`src/rtl/imem_fetch_if.sv`:
```
// Fetch-side bundle: instruction-memory read port, redirect input and the
// valid/ready instruction stream toward decode.
interface imem_fetch_if #(
  parameter int ADDR_W = 32,
  parameter int DATA_W = 32
);
  logic              imem_en;
  logic [ADDR_W-1:0] imem_addr;
  logic [DATA_W-1:0] imem_rdata;
  logic              redirect_valid;
  logic [ADDR_W-1:0] redirect_addr;
  logic              instr_valid;
  logic              instr_ready;
  logic [DATA_W-1:0] instr_data;
  logic [ADDR_W-1:0] instr_pc;
  logic              fault;

  modport master (
    output imem_en, imem_addr,
    input  imem_rdata,
    input  redirect_valid, redirect_addr,
    output instr_valid,
    input  instr_ready,
    output instr_data, instr_pc, fault
  );

  modport slave (
    input  imem_en, imem_addr,
    output imem_rdata,
    output redirect_valid, redirect_addr,
    input  instr_valid,
    output instr_ready,
    input  instr_data, instr_pc, fault
  );
endinterface

```
`src/rtl/imem_fetch_ctrl.sv`:
```
// Instruction fetch sequencer: owns the PC, issues synchronous memory reads and
// buffers returned words in a small prefetch FIFO presented to decode.
module imem_fetch_ctrl #(
  parameter int                ADDR_W    = 32,
  parameter int                DATA_W    = 32,
  parameter int                DEPTH     = 2,
  parameter logic [ADDR_W-1:0] RESET_PC  = '0,
  parameter logic [ADDR_W-1:0] LAST_ADDR = ADDR_W'(10)
) (
  input  logic         clk,
  input  logic         rst,
  imem_fetch_if.master bus
);

  localparam int PTR_W = (DEPTH > 1) ? $clog2(DEPTH) : 1;
  localparam int CNT_W = $clog2(DEPTH + 1) + 1;
  localparam logic [CNT_W-1:0] DEPTH_C  = CNT_W'(DEPTH);
  localparam logic [PTR_W-1:0] PTR_LAST = PTR_W'(DEPTH - 1);

  typedef enum logic {S_RUN, S_FAULT} state_t;

  function automatic logic [PTR_W-1:0] ptr_inc(input logic [PTR_W-1:0] p);
    return (p == PTR_LAST) ? '0 : p + PTR_W'(1);
  endfunction

  state_t             state_q, state_d;
  logic [ADDR_W-1:0]  pc_q;
  logic               vld_p1;
  logic [ADDR_W-1:0]  addr_p1;
  logic [CNT_W-1:0]   cnt_q;
  logic [PTR_W-1:0]   rd_ptr_q, wr_ptr_q;
  logic [DATA_W-1:0]  fifo_data [DEPTH];
  logic [ADDR_W-1:0]  fifo_pc   [DEPTH];

  logic               redirect, head_vld, pop, push;
  logic               space, issue_due, oob, issue;
  logic [CNT_W-1:0]   occ;

  // Occupancy counts words buffered plus the one still in flight, net of this cycle's pop.
  always_comb begin
    redirect  = bus.redirect_valid;
    head_vld  = (cnt_q != '0);
    pop       = head_vld & ~redirect & bus.instr_ready;
    push      = vld_p1 & ~redirect;
    occ       = cnt_q + CNT_W'(vld_p1) - CNT_W'(pop);
    space     = (occ < DEPTH_C);
    issue_due = (state_q == S_RUN) & ~redirect & space;
    oob       = (pc_q > LAST_ADDR);
    issue     = issue_due & ~oob & ~rst;
  end

  always_comb begin
    state_d = state_q;
    if (redirect)
      state_d = S_RUN;
    else if (issue_due && oob)
      state_d = S_FAULT;
  end

  assign bus.imem_en     = issue;
  assign bus.imem_addr   = pc_q;
  assign bus.instr_valid = head_vld & ~redirect;
  assign bus.instr_data  = head_vld ? fifo_data[rd_ptr_q] : '0;
  assign bus.instr_pc    = head_vld ? fifo_pc[rd_ptr_q]   : '0;
  assign bus.fault       = (state_q == S_FAULT);

  // Stage p0 -> p1: issue registered; a redirect kills the returning read by never pushing it.
  always_ff @(posedge clk) begin
    if (rst) begin
      state_q  <= S_RUN;
      pc_q     <= RESET_PC;
      vld_p1   <= 1'b0;
      cnt_q    <= '0;
      rd_ptr_q <= '0;
      wr_ptr_q <= '0;
    end else begin
      state_q <= state_d;
      vld_p1  <= issue;
      if (redirect) begin
        pc_q     <= bus.redirect_addr;
        cnt_q    <= '0;
        rd_ptr_q <= '0;
        wr_ptr_q <= '0;
      end else begin
        if (issue) pc_q <= pc_q + ADDR_W'(1);
        if (push)  wr_ptr_q <= ptr_inc(wr_ptr_q);
        if (pop)   rd_ptr_q <= ptr_inc(rd_ptr_q);
        cnt_q <= cnt_q + CNT_W'(push) - CNT_W'(pop);
      end
    end
  end

  // Stage p1 -> FIFO: returned word captured with the address it was fetched from.
  always_ff @(posedge clk) begin
    addr_p1 <= pc_q;
    if (push) begin
      fifo_data[wr_ptr_q] <= bus.imem_rdata;
      fifo_pc[wr_ptr_q]   <= addr_p1;
    end
  end

  assert property (@(posedge clk) disable iff (rst) !(push && !pop && cnt_q == DEPTH_C));

endmodule

```
`src/flat_wrapper.sv`:
```
// flat-port wrapper written by rule: the top's interface ports become plain ports
module imem_fetch_ctrl_flat 
#(
  parameter int                ADDR_W    = 32,
  parameter int                DATA_W    = 32,
  parameter int                DEPTH     = 2,
  parameter logic [ADDR_W-1:0] RESET_PC  = '0,
  parameter logic [ADDR_W-1:0] LAST_ADDR = ADDR_W'(10)
)
  (clk, rst, bus_imem_en, bus_imem_addr, bus_imem_rdata, bus_redirect_valid, bus_redirect_addr, bus_instr_valid, bus_instr_ready, bus_instr_data, bus_instr_pc, bus_fault);
  imem_fetch_if #(.ADDR_W(ADDR_W), .DATA_W(DATA_W)) bus_i ();
  input  logic clk;
  input  logic rst;
  output wire logic [$bits(bus_i.imem_en)-1:0] bus_imem_en;
  output wire logic [$bits(bus_i.imem_addr)-1:0] bus_imem_addr;
  input wire logic [$bits(bus_i.imem_rdata)-1:0] bus_imem_rdata;
  input wire logic [$bits(bus_i.redirect_valid)-1:0] bus_redirect_valid;
  input wire logic [$bits(bus_i.redirect_addr)-1:0] bus_redirect_addr;
  output wire logic [$bits(bus_i.instr_valid)-1:0] bus_instr_valid;
  input wire logic [$bits(bus_i.instr_ready)-1:0] bus_instr_ready;
  output wire logic [$bits(bus_i.instr_data)-1:0] bus_instr_data;
  output wire logic [$bits(bus_i.instr_pc)-1:0] bus_instr_pc;
  output wire logic [$bits(bus_i.fault)-1:0] bus_fault;
  assign bus_imem_en = bus_i.imem_en;
  assign bus_imem_addr = bus_i.imem_addr;
  assign bus_i.imem_rdata = bus_imem_rdata;
  assign bus_i.redirect_valid = bus_redirect_valid;
  assign bus_i.redirect_addr = bus_redirect_addr;
  assign bus_instr_valid = bus_i.instr_valid;
  assign bus_i.instr_ready = bus_instr_ready;
  assign bus_instr_data = bus_i.instr_data;
  assign bus_instr_pc = bus_i.instr_pc;
  assign bus_fault = bus_i.fault;
  imem_fetch_ctrl #(.ADDR_W(ADDR_W), .DATA_W(DATA_W), .DEPTH(DEPTH), .RESET_PC(RESET_PC), .LAST_ADDR(LAST_ADDR)) u_core (.clk(clk), .rst(rst), .bus(bus_i));
endmodule
```
`config.mk`:
```
export PLATFORM = sky130hd
export DESIGN_NAME = imem_fetch_ctrl_flat
export DESIGN_NICKNAME = d
export VERILOG_FILES = /design/src/rtl/imem_fetch_if.sv /design/src/rtl/imem_fetch_ctrl.sv /design/src/flat_wrapper.sv
export SDC_FILE = /design/constraint.sdc
export NUM_CORES = 1
export LEC_CHECK = 0
export CELL_PAD_IN_SITES_DETAIL_PLACEMENT = 1
export CELL_PAD_IN_SITES_GLOBAL_PLACEMENT = 2
export CORE_MARGIN = 2
export CORE_UTILIZATION = 31
export DETAILED_ROUTE_END_ITERATION = 10
export HOLD_SLACK_MARGIN = 0.12
export PLACE_DENSITY = 0.73
export RECOVER_POWER = 25
export SYNTH_ARGS = -nofsm -noshare
export SYNTH_HDL_FRONTEND = slang
export SYNTH_SLANG_ARGS = --single-unit
export TNS_END_PERCENT = 100
```
`constraint.sdc`:
```
create_clock -name clk -period 5.16 [get_ports clk]
set_input_delay 1.29 -clock clk [delete_from_list [all_inputs] [get_ports clk]]
set_output_delay 1.29 -clock clk [all_outputs]
set_load 0.02 [all_outputs]
```
==> flow_metrics.env, run 1 <==
export IMPL_status="finished clean"
export IMPL_synth_edf_count=128
export IMPL_n_antenna_cell=0
export IMPL_cts_buffers=17
export IMPL_yosys_warnings=0
export IMPL_max_slew_margin_pct=20.1
export IMPL_fin_crit_sh_pct=97.0
export IMPL_peakVddDrop_mv=0.209
export IMPL_avgSynthCellArea_sq_um=15.5
export IMPL_synthCells=460
export IMPL_drt_iter0_markers=154
export IMPL_synth_seq_cells=200
export IMPL_initial_core_util_pct=31.5
export IMPL_nFillCells=2300
export IMPL_synth_top_cell_area_share_pct=54.1
export IMPL_utilization_pct=43.1
export IMPL_worstSetupPathType="in2out"
export IMPL_rows=55
export IMPL_wl_per_cell_microns=17.3
export IMPL_drt_pass1_iterations=4
export IMPL_postCtsHoldBufs=0
export IMPL_cts_tree="built"
export IMPL_r2r_start="u_core.cnt_q[1]"
export IMPL_grt_pass1_vias=4738
export IMPL_hold_class="reg2reg"
export IMPL_antenna_found_initial=0
export IMPL_antenna_left=0
export IMPL_core_region_area_sq_mm=0.0226
export IMPL_port_buffers=166
export IMPL_grt_use_total_pct=13.8
export IMPL_cp_end_kind="output pin"
export IMPL_finClkSkew_ns=0.0134
export IMPL_cap_violations=0
export IMPL_setup_viol=0
export IMPL_crit_family="simple AND/OR/NAND/NOR gates"
export IMPL_crit_chain="clkdlybuf4s50_1 -> nor2b_2 -> xor2_1 -> nand2_1 -> fa_1 -> nor4bb_2 -> mux2i_1 -> nor3_2 -> and2_1 -> buf_2"
export IMPL_synth_seq_area_share_pct=74.3
export IMPL_die_w_microns=155
export IMPL_syn_nets=533
export IMPL_io_pins=167
export IMPL_syn_cell_area_sq_mm=0.00711
export IMPL_critPathMaxFanout=2
export IMPL_insertion_delay_ns=0.42
export IMPL_nets=709
export IMPL_min_from="u_core.bus.imem_addr[24]"
export IMPL_ys_top_cells_by_area="edfxtp_1 54%, dfxtp_1 20%, mux2i_1 10%"
export IMPL_drcViolationCount=0
export IMPL_worst_pin_slew_ns=1.20
export IMPL_fin_crit_ns=5.00
export IMPL_slew_violations=0
export IMPL_htree_num_levels=4
export IMPL_totalWireLength_microns=16200
export IMPL_grt_pass1_wl_microns=25600
export IMPL_worstSetupStartpointType="input pin"
export IMPL_cp_slowest_cell="fa_1"
export IMPL_ys_types=40
export IMPL_cts_path_max_buffers=2
export IMPL_vias=4318
export IMPL_leakage_uw=0.00324
export IMPL_viasPerCell=4.62
export IMPL_overflow=0
export IMPL_dp_hpwl_microns=10800
export IMPL_clkTransAtPathRegs_ns=0.08
export IMPL_die_height_microns=155
export IMPL_rsz0062_at_grt="false"
export IMPL_holdWs_ns=0.393
export IMPL_root_buffer="clkbuf_16"
export IMPL_powerDensity_mw_per_mm2=329
export IMPL_grt_max_degree=66
export IMPL_synth_flop_cell="edfxtp_1"
export IMPL_cts_sinks=200
export IMPL_clock_fmax_ghz=0.200
export IMPL_syn_to_final_growth_pct=36.9
export IMPL_slowest_delay_ns=0.50
export IMPL_finalHoldViolations=0
export IMPL_cp_num_buf_inv=2
export IMPL_dieArea_sq_mm=0.0242
export IMPL_synth_async_reset_ratio_pct=0
export IMPL_crit_path_start="bus_instr_ready"
export IMPL_worstPathArrival_ns=3.71
export IMPL_cp_required_ns=3.87
export IMPL_drive_gt1_share_pct=9.86
export IMPL_gp_congestion=0.764
export IMPL_yosysTopAreaCell="edfxtp_1"
-- worst register-to-register path, stage by stage, from the launching register on --
cell       delay, ns
dfxtp_1         0.39
nor3_2          0.23
nor2_1          0.08
nand2_1         0.11
nor2_1          0.07
fa_1            0.52
nor4bb_2        0.27
mux2i_1         0.17
buf_4           0.18
nor3_2          0.18
a211oi_1        0.13
a2111oi_2       0.33
-- cell type report --
class,count,area (sq um),area share (%)
well taps,285,357,3.66
repair buffers,180,1760,18.1
clock inverters,14,149,1.53
flip-flops and latches,200,5290,54.3
clock buffers,18,439,4.51
multi-input cells,233,1730,17.7
inverters,4,15.0,0.154
-- cell usage in the layout, fill, tap and decap left out, drive strengths merged, types with 4 or more instances in the layout --
| master | synthesis | final |
|---|---|---|
| clkdlybuf4s50 | 0 | 160 |
| edfxtp | 128 | 128 |
| dfxtp | 72 | 72 |
| mux2i | 71 | 71 |
| nor2 | 70 | 70 |
| a22o | 23 | 23 |
| clkbuf | 8 | 18 |
| buf | 15 | 15 |
| nor3 | 15 | 15 |
| inv | 4 | 11 |
| nor4 | 7 | 7 |
| nor2b | 6 | 6 |
| nand2 | 5 | 5 |
| dlygate4sd3 | 0 | 5 |
| and2 | 5 | 5 |
| clkinv | 0 | 4 |
-- timing repair --
| action | in CTS | in global routing |
|---|---|---|
| resized for setup | 4 | 1 |
| endpoints found under the setup margin | 1 | 1 |
| buffers inserted | 0 | 0 |
| pin swaps | 0 | 0 |
-- power breakdown --
group	internal [uW]	switching, uW
registers	1730	28.3
clock network	659	626
logic	92.5	70.3
-- state kept, by name, summed over array words and instances (netlist names), named ones only --
name                  cells
u_core.addr_p1           32
u_core.bus.fault          1
u_core.bus.imem_addr     32
u_core.cnt_q              3
u_core.fifo_data         64
u_core.fifo_pc           64
u_core.rd_ptr_q           1
u_core.vld_p1             1
u_core.wr_ptr_q           1
-- worst paths after layout --
kind                                                 to  slack, ns  cells past startpoint
worst min register to register       u_core.addr_p1[24]       0.39                      0
worst max-delay path                        bus_imem_en       0.16                     10
worst min-delay path                 u_core.addr_p1[24]       0.39                      0
worst max register to register  u_core.bus.imem_addr[3]       2.42                     11
-- per-stage QoR --
stage	std cells	power [uW]	cell area, sq um	setup TNS (ns)	worst slack, ns
floorplan	460	1840	7110	0	0.180
global placement	902	1950	9150	-0.216	-0.216
CTS	934	3250	9740	0	0.0389
detailed placement	902	1960	9150	-0.343	-0.343
finish	934	3210	9740	0	0.155
global route	934	3330	9740	0	0.00648
-- cell usage after synthesis, types with 5 or more instances --
master / n
a22o_1: 23
dfxtp_1: 72
nor2_1: 70
nor3_1: 11
edfxtp_1: 128
buf_1: 5
nor4_1: 7
mux2i_1: 71
clkbuf_1: 8
nand2_1: 5
buf_2: 8
nor2b_1: 6
-- logic make-up (layout without fill, tap and decap cells) --
kind of cell / count (synthesis) / count (layout) / share of synthesized area (%)
mux: 71 / 71 / 9.99
flops: 200 / 200 / 74.3
xor+xnor: 5 / 5 / 0.616
buf+inv: 27 / 216 / 1.72
compound gates: 37 / 37 / 4.45
fa+ha+maj: 5 / 5 / 1.09
simple gates: 115 / 115 / 7.80
-- routing by layer --
layer  track usage (%)  part of all wire (%)  vias up
met5                 0                     0        -
met1              16.8                    43     2131
li1                  -                     -     2052
met2              23.3                    49      119
met3              4.79                   6.3       16
met4              3.89                   1.1        0
Power figures use the tool's default switching activity.
==> run 2, diff against run 1 <==
--- a/config.mk
+++ b/config.mk
@@ -5,14 +5,16 @@
 export SDC_FILE = /design/constraint.sdc
 export NUM_CORES = 1
 export LEC_CHECK = 0
+export ABC_AREA = 1
 export CELL_PAD_IN_SITES_DETAIL_PLACEMENT = 1
 export CELL_PAD_IN_SITES_GLOBAL_PLACEMENT = 2
 export CORE_MARGIN = 2
-export CORE_UTILIZATION = 31
+export CORE_UTILIZATION = 30
 export DETAILED_ROUTE_END_ITERATION = 10
 export HOLD_SLACK_MARGIN = 0.12
 export PLACE_DENSITY = 0.73
 export RECOVER_POWER = 25
+export REMOVE_ABC_BUFFERS = 1
 export SYNTH_ARGS = -nofsm -noshare
 export SYNTH_HDL_FRONTEND = slang
 export SYNTH_SLANG_ARGS = --single-unit
==> flow_metrics.env, run 2 <==
export IMPL_status="finished clean"
export IMPL_ys_types=28
export IMPL_critPathMaxFanout=5
export IMPL_ys_top_cells_by_area="edfxtp_1 50%, dfxtp_1 19%, mux2_2 9.4%"
export IMPL_cp_slowest_cell="fa_1"
export IMPL_crit_chain="clkdlybuf4s50_1 -> nand2_1 -> inv_1 -> nand2_1 -> nand3_1 -> fa_1 -> nor3b_2 -> nand3_2 -> nor2_4 -> nand2_4 -> inv_1 -> dlymetal6s2s_1"
export IMPL_final_common_cell="clkdlybuf4s50_1"
export IMPL_cap_violations=0
export IMPL_overflow=0
export IMPL_initial_core_util_pct=30.6
export IMPL_vias=4923
export IMPL_grt_max_degree=66
export IMPL_worst_slack_ns=0.545
export IMPL_grt_use_total_pct=13.5
export IMPL_insertion_delay_ns=0.43
export IMPL_gp_congestion=0.705
export IMPL_cp_end_kind="output pin"
export IMPL_reg_largest_list="u_core.fifo_data x64, u_core.fifo_pc x64"
export IMPL_finClkSkew_ns=0.0111
export IMPL_clkTransAtPathRegs_ns=0.07
export IMPL_postCtsHoldBufs=0
export IMPL_dp_cells=1098
export IMPL_worstPathArrival_ns=3.33
export IMPL_fin_crit_sh_pct=89.4
export IMPL_peakVddDrop_mv=0.157
export IMPL_drt_pass1_iterations=4
export IMPL_yosys_warnings=0
export IMPL_cp_num_buf_inv=4
export IMPL_drt_iter0_markers=218
export IMPL_max_slew_margin_pct=34.4
export IMPL_cts_buffers=17
export IMPL_syn_cell_area_sq_mm=0.00770
export IMPL_dieArea_sq_mm=0.0270
export IMPL_n_antenna_cell=0
export IMPL_crit_family="simple AND/OR/NAND/NOR gates"
export IMPL_finalSetupTns_ns=0
export IMPL_powerDensity_mw_per_mm2=315
export IMPL_avgSynthCellArea_sq_um=12.4
export IMPL_finalHoldViolations=0
export IMPL_holdWs_ns=0.396
export IMPL_clock_fmax_ghz=0.217
export IMPL_cts_resized=0
export IMPL_root_buffer="clkbuf_16"
export IMPL_synth_edf_count=128
export IMPL_nFillCells=2692
export IMPL_synth_top_cell_area_share_pct=49.9
export IMPL_totalWireLength_microns=17800
export IMPL_synth_flop_cell="edfxtp_1"
export IMPL_setup_viol=0
export IMPL_wl_per_cell_microns=15.7
export IMPL_utilization_pct=40.9
export IMPL_hold_class="reg2reg"
export IMPL_rows=58
export IMPL_cts_tree="built"
export IMPL_drive_gt1_share_pct=16.6
export IMPL_dp_slack_ns=0.151
export IMPL_htree_num_levels=4
export IMPL_multi_input_area_sq_mm=0.00195
export IMPL_synthCells=621
export IMPL_fin_cells=1130
export IMPL_slew_violations=0
export IMPL_synth_seq_area_share_pct=68.7
export IMPL_viasPerCell=4.36
export IMPL_dp_hpwl_microns=11500
export IMPL_die_w_microns=164
export IMPL_port_buffers=166
export IMPL_seq_area_sq_mm=0.00529
export IMPL_leakage_uw=0.00408
export IMPL_grt_pass1_wl_microns=28100
export IMPL_slowest_delay_ns=0.48
export IMPL_core_region_area_sq_mm=0.0252
export IMPL_fin_crit_ns=4.62
export IMPL_rsz0062_at_grt="false"
export IMPL_worstSetupStartpointType="input pin"
export IMPL_die_height_microns=164
export IMPL_nets=860
export IMPL_worstSetupPathType="in2out"
export IMPL_synthTopCellsByCount="128 x edfxtp_1, 112 x nand2_1, 87 x inv_1"
export IMPL_worst_pin_slew_ns=0.981
export IMPL_cts_sinks=200
export IMPL_io_pins=167
export IMPL_antenna_left=0
export IMPL_cp_required_ns=3.87
export IMPL_syn_to_final_growth_pct=33.8
export IMPL_synth_seq_cells=200
export IMPL_cts_path_max_buffers=2
export IMPL_grt_pass1_vias=5339
export IMPL_synth_async_reset_ratio_pct=0
export IMPL_yosysTopAreaCell="edfxtp_1"
export IMPL_drcViolationCount=0
export IMPL_final_cell_mix="159 x clkdlybuf4s50_1, 128 x edfxtp_1, 112 x nand2_1"
export IMPL_antenna_found_initial=0
export IMPL_cts_setup_buffers=0
export IMPL_yosysMostFrequentCell="edfxtp_1"
==> run 2: cell count changes after synthesis, moves of 20 or more <==
cell / previous run / this run
a21oi_1: 1 / 26
a22o_1: 23 / 0
inv_1: 4 / 87
mux2_2: 0 / 64
mux2i_1: 71 / 0
nand2_1: 5 / 112
nor2_1: 70 / 50
==> run 2: cell type report <==
type | instances | share of cell area, %
repair buffers | 174 | 16.7
well taps | 330 | 4.01
clock buffers | 17 | 4.13
multi-input cells | 306 | 18.9
inverters | 88 | 3.21
flip-flops and latches | 200 | 51.4
clock inverters | 15 | 1.62
==> run 2: power breakdown <==
| part | internal [uW] | switching (uW) | total, uW | leakage [uW] |
|---|---|---|---|---|
| sequential | 1730 | 26.6 | 1750 | 0.00176 |
| clock | 688 | 630 | 1320 | 0.000284 |
| combinational | 90.4 | 79.5 | 170 | 0.00204 |
| total | 2510 | 737 | 3240 | 0.00408 |
==> run 2: logic make-up (layout without fill, tap and decap cells) <==
family	Yosys count	after routing	synth area share, %
flip-flops	200	200	68.7
AND/OR/NAND/NOR	198	198	11.6
buffers and inverters	115	294	6.18
multiplexers	64	64	9.36
AO/OA/AOI/OAI	36	36	2.81
adder cells (fa/ha/maj)	5	5	1.01
XOR/XNOR	3	3	0.341
==> run 2: worst paths after layout <==
path	to	from	slack, ns	depth (start not counted)
hold / removal	u_core.addr_p1[28]	u_core.bus.imem_addr[28]	0.40	0
setup / recovery	bus_imem_en	bus_instr_ready	0.54	12
setup reg to reg	u_core.bus.imem_addr[2]	u_core.cnt_q[1]	2.26	17
hold reg to reg	u_core.addr_p1[28]	u_core.bus.imem_addr[28]	0.40	0
==> run 2: metal layers <==
metal,track usage (%),wire length [microns],vias up,share of wire (%)
met2,23.6,8920,107,50
li1,-,-,2375,-
met4,3.47,167,0,0.94
met5,0,0,-,0
met1,16.7,7900,2427,44
met3,3.26,808,14,4.5
==> run 2: through the flow <==
step                      area, sq um  power [uW]
final                           10300        3240
after detailed placement         9700        1960
after global routing            10300        3370
after floorplan                  7550        1840
after CTS                       10300        3280
after global placement           9700        1960
==> run 3, diff against run 2 <==
--- a/config.mk
+++ b/config.mk
@@ -9,10 +9,10 @@
 export CELL_PAD_IN_SITES_DETAIL_PLACEMENT = 1
 export CELL_PAD_IN_SITES_GLOBAL_PLACEMENT = 2
 export CORE_MARGIN = 2
-export CORE_UTILIZATION = 30
+export CORE_UTILIZATION = 33
 export DETAILED_ROUTE_END_ITERATION = 10
 export HOLD_SLACK_MARGIN = 0.12
-export PLACE_DENSITY = 0.73
+export PLACE_DENSITY = 0.76
 export RECOVER_POWER = 25
 export REMOVE_ABC_BUFFERS = 1
 export SYNTH_ARGS = -nofsm -noshare
==> constraint.sdc (replaced) <==
create_clock -name clk -period 4.3 [get_ports clk]
set_input_delay 1.075 -clock clk [delete_from_list [all_inputs] [get_ports clk]]
set_output_delay 1.075 -clock clk [all_outputs]
set_load 0.02 [all_outputs]
==> flow_metrics.env, run 3 (same netlist as run 2, synthesis figures left out) <==
export IMPL_worstPathArrival_ns=3.03
export IMPL_met2_usage_pct=27.2
export IMPL_overflow=0
export IMPL_viasPerCell=4.46
export IMPL_worst_slack_ns=0.195
export IMPL_finClkSkew_ns=0.0171
export IMPL_drcViolationCount=0
export IMPL_grt_pass1_wl_microns=28600
export IMPL_worst_pin_slew_ns=0.944
export IMPL_dp_slack_ns=-0.270
export IMPL_dp_cells=1084
export IMPL_slew_violations=0
export IMPL_rows=55
export IMPL_multi_input_area_sq_mm=0.00195
export IMPL_cts_buffers=17
export IMPL_cts_sinks=200
export IMPL_clkTransAtPathRegs_ns=0.07
export IMPL_worstSetupPathType="in2out"
export IMPL_die_w_microns=157
export IMPL_rsz0062_at_grt="false"
export IMPL_max_slew_margin_pct=37.1
export IMPL_fin_cells=1116
export IMPL_root_buffer="clkbuf_16"
export IMPL_port_buffers=166
export IMPL_grt_util_met3_pct=3.32
export IMPL_leakage_uw=0.00411
export IMPL_powerDensity_mw_per_mm2=388
export IMPL_wl_per_cell_microns=16.3
export IMPL_clock_fmax_ghz=0.244
export IMPL_cts_tree="built"
export IMPL_worstSetupStartpointType="input pin"
export IMPL_critPathMaxFanout=4
export IMPL_syn_to_final_growth_pct=34.1
export IMPL_die_height_microns=157
export IMPL_totalWireLength_microns=18200
export IMPL_cp_end_kind="output pin"
export IMPL_nFillCells=2414
export IMPL_status="finished clean"
export IMPL_seq_area_sq_mm=0.00529
export IMPL_htree_num_levels=4
export IMPL_drt_pass1_iterations=4
export IMPL_core_region_area_sq_mm=0.0228
export IMPL_initial_core_util_pct=33.8
export IMPL_finalHoldViolations=0
export IMPL_setup_viol=0
export IMPL_reg_largest_list="u_core.fifo_data x64, u_core.fifo_pc x64"
export IMPL_drt_iter0_markers=211
export IMPL_fin_crit_sh_pct=95.5
export IMPL_hold_class="reg2reg"
export IMPL_gp_congestion=0.765
export IMPL_grt_busiest_layer="met2"
export IMPL_drive_gt1_share_pct=17.2
export IMPL_grt_max_degree=65
export IMPL_fin_crit_ns=4.11
export IMPL_cp_required_ns=3.22
export IMPL_cap_violations=0
export IMPL_io_pins=167
export IMPL_final_cell_mix="158 x clkdlybuf4s50_1, 128 x edfxtp_1, 112 x nand2_1"
export IMPL_finalPower_uw=4000
export IMPL_cts_path_max_buffers=2
export IMPL_dp_hpwl_microns=12000
export IMPL_grt_pass1_vias=5525
export IMPL_vias=4981
export IMPL_antenna_found_initial=0
export IMPL_antenna_left=0
export IMPL_peakVddDrop_mv=0.191
export IMPL_nets=863
export IMPL_use_met1_pct=18.4
export IMPL_insertion_delay_ns=0.43
export IMPL_n_antenna_cell=0
export IMPL_final_common_cell="clkdlybuf4s50_1"
export IMPL_grt_use_total_pct=15.2
export IMPL_dieArea_sq_mm=0.0246
[run 3: critical path: stages]
cell and delay (ns):
clkdlybuf4s50_1 0.40, nand2_1 0.13, inv_1 0.07, nand2_1 0.06
nand3_1 0.10, fa_1 0.50, nor3b_2 0.17, nand3_2 0.13
nor2_4 0.11, nand2_4 0.06, inv_1 0.06, clkbuf_2 0.16
[run 3: worst paths after layout]
check,from,endpoint,slack [ns],depth (start not counted)
max,bus_instr_ready,bus_imem_en,0.19,12
min,u_core.bus.imem_addr[28],u_core.addr_p1[28],0.38,0
max reg2reg,u_core.cnt_q[1],u_core.bus.imem_addr[1],1.41,17
min reg2reg,u_core.bus.imem_addr[28],u_core.addr_p1[28],0.38,0
[run 3: final cells by class]
class	instances	share of cell area (%)
Clock buffer	18	4.16
Clock inverter	14	1.96
Inverter	88	3.20
Multi-Input combinational cell	306	18.9
Sequential cell	200	51.2
Tap cell	313	3.79
Timing Repair Buffer	177	16.8
[run 3: layer usage]
layer,part of all wire [%],routed length [microns],up-vias
li1,-,-,2382
met1,43,7930,2460
met2,51,9310,124
met3,4.6,833,15
met4,0.90,164,0
met5,0,0,-
[run 3: what timing repair did]
item,in CTS,in global routing
resized for setup,2,1
hold buffers,0,0
hold endpoints to repair,0,0
endpoints found under the setup margin,1,1
setup buffers,0,0
[run 3: report_power, final]
group          switching, uW  internal, uW  leakage, uW
registers               32.0          2070      0.00176
clock network            749           946     0.000307
logic                   95.4           107      0.00204
[run 3: per-stage QoR]
stage / area, sq um / utilization (%) / TNS (ns) / hold slack, ns
2_1_floorplan: 7550 / - / -20.10 / 0.404
3_3_place_gp: 9700 / 42.6 / -0.208 / 0.376
3_5_place_dp: 9700 / 42.6 / -0.270 / 0.376
4_1_cts: 10300 / 45.3 / 0 / 0.389
5_1_grt: 10300 / 45.3 / 0 / 0.397
6_report: 10300 / 45.3 / 0 / 0.385
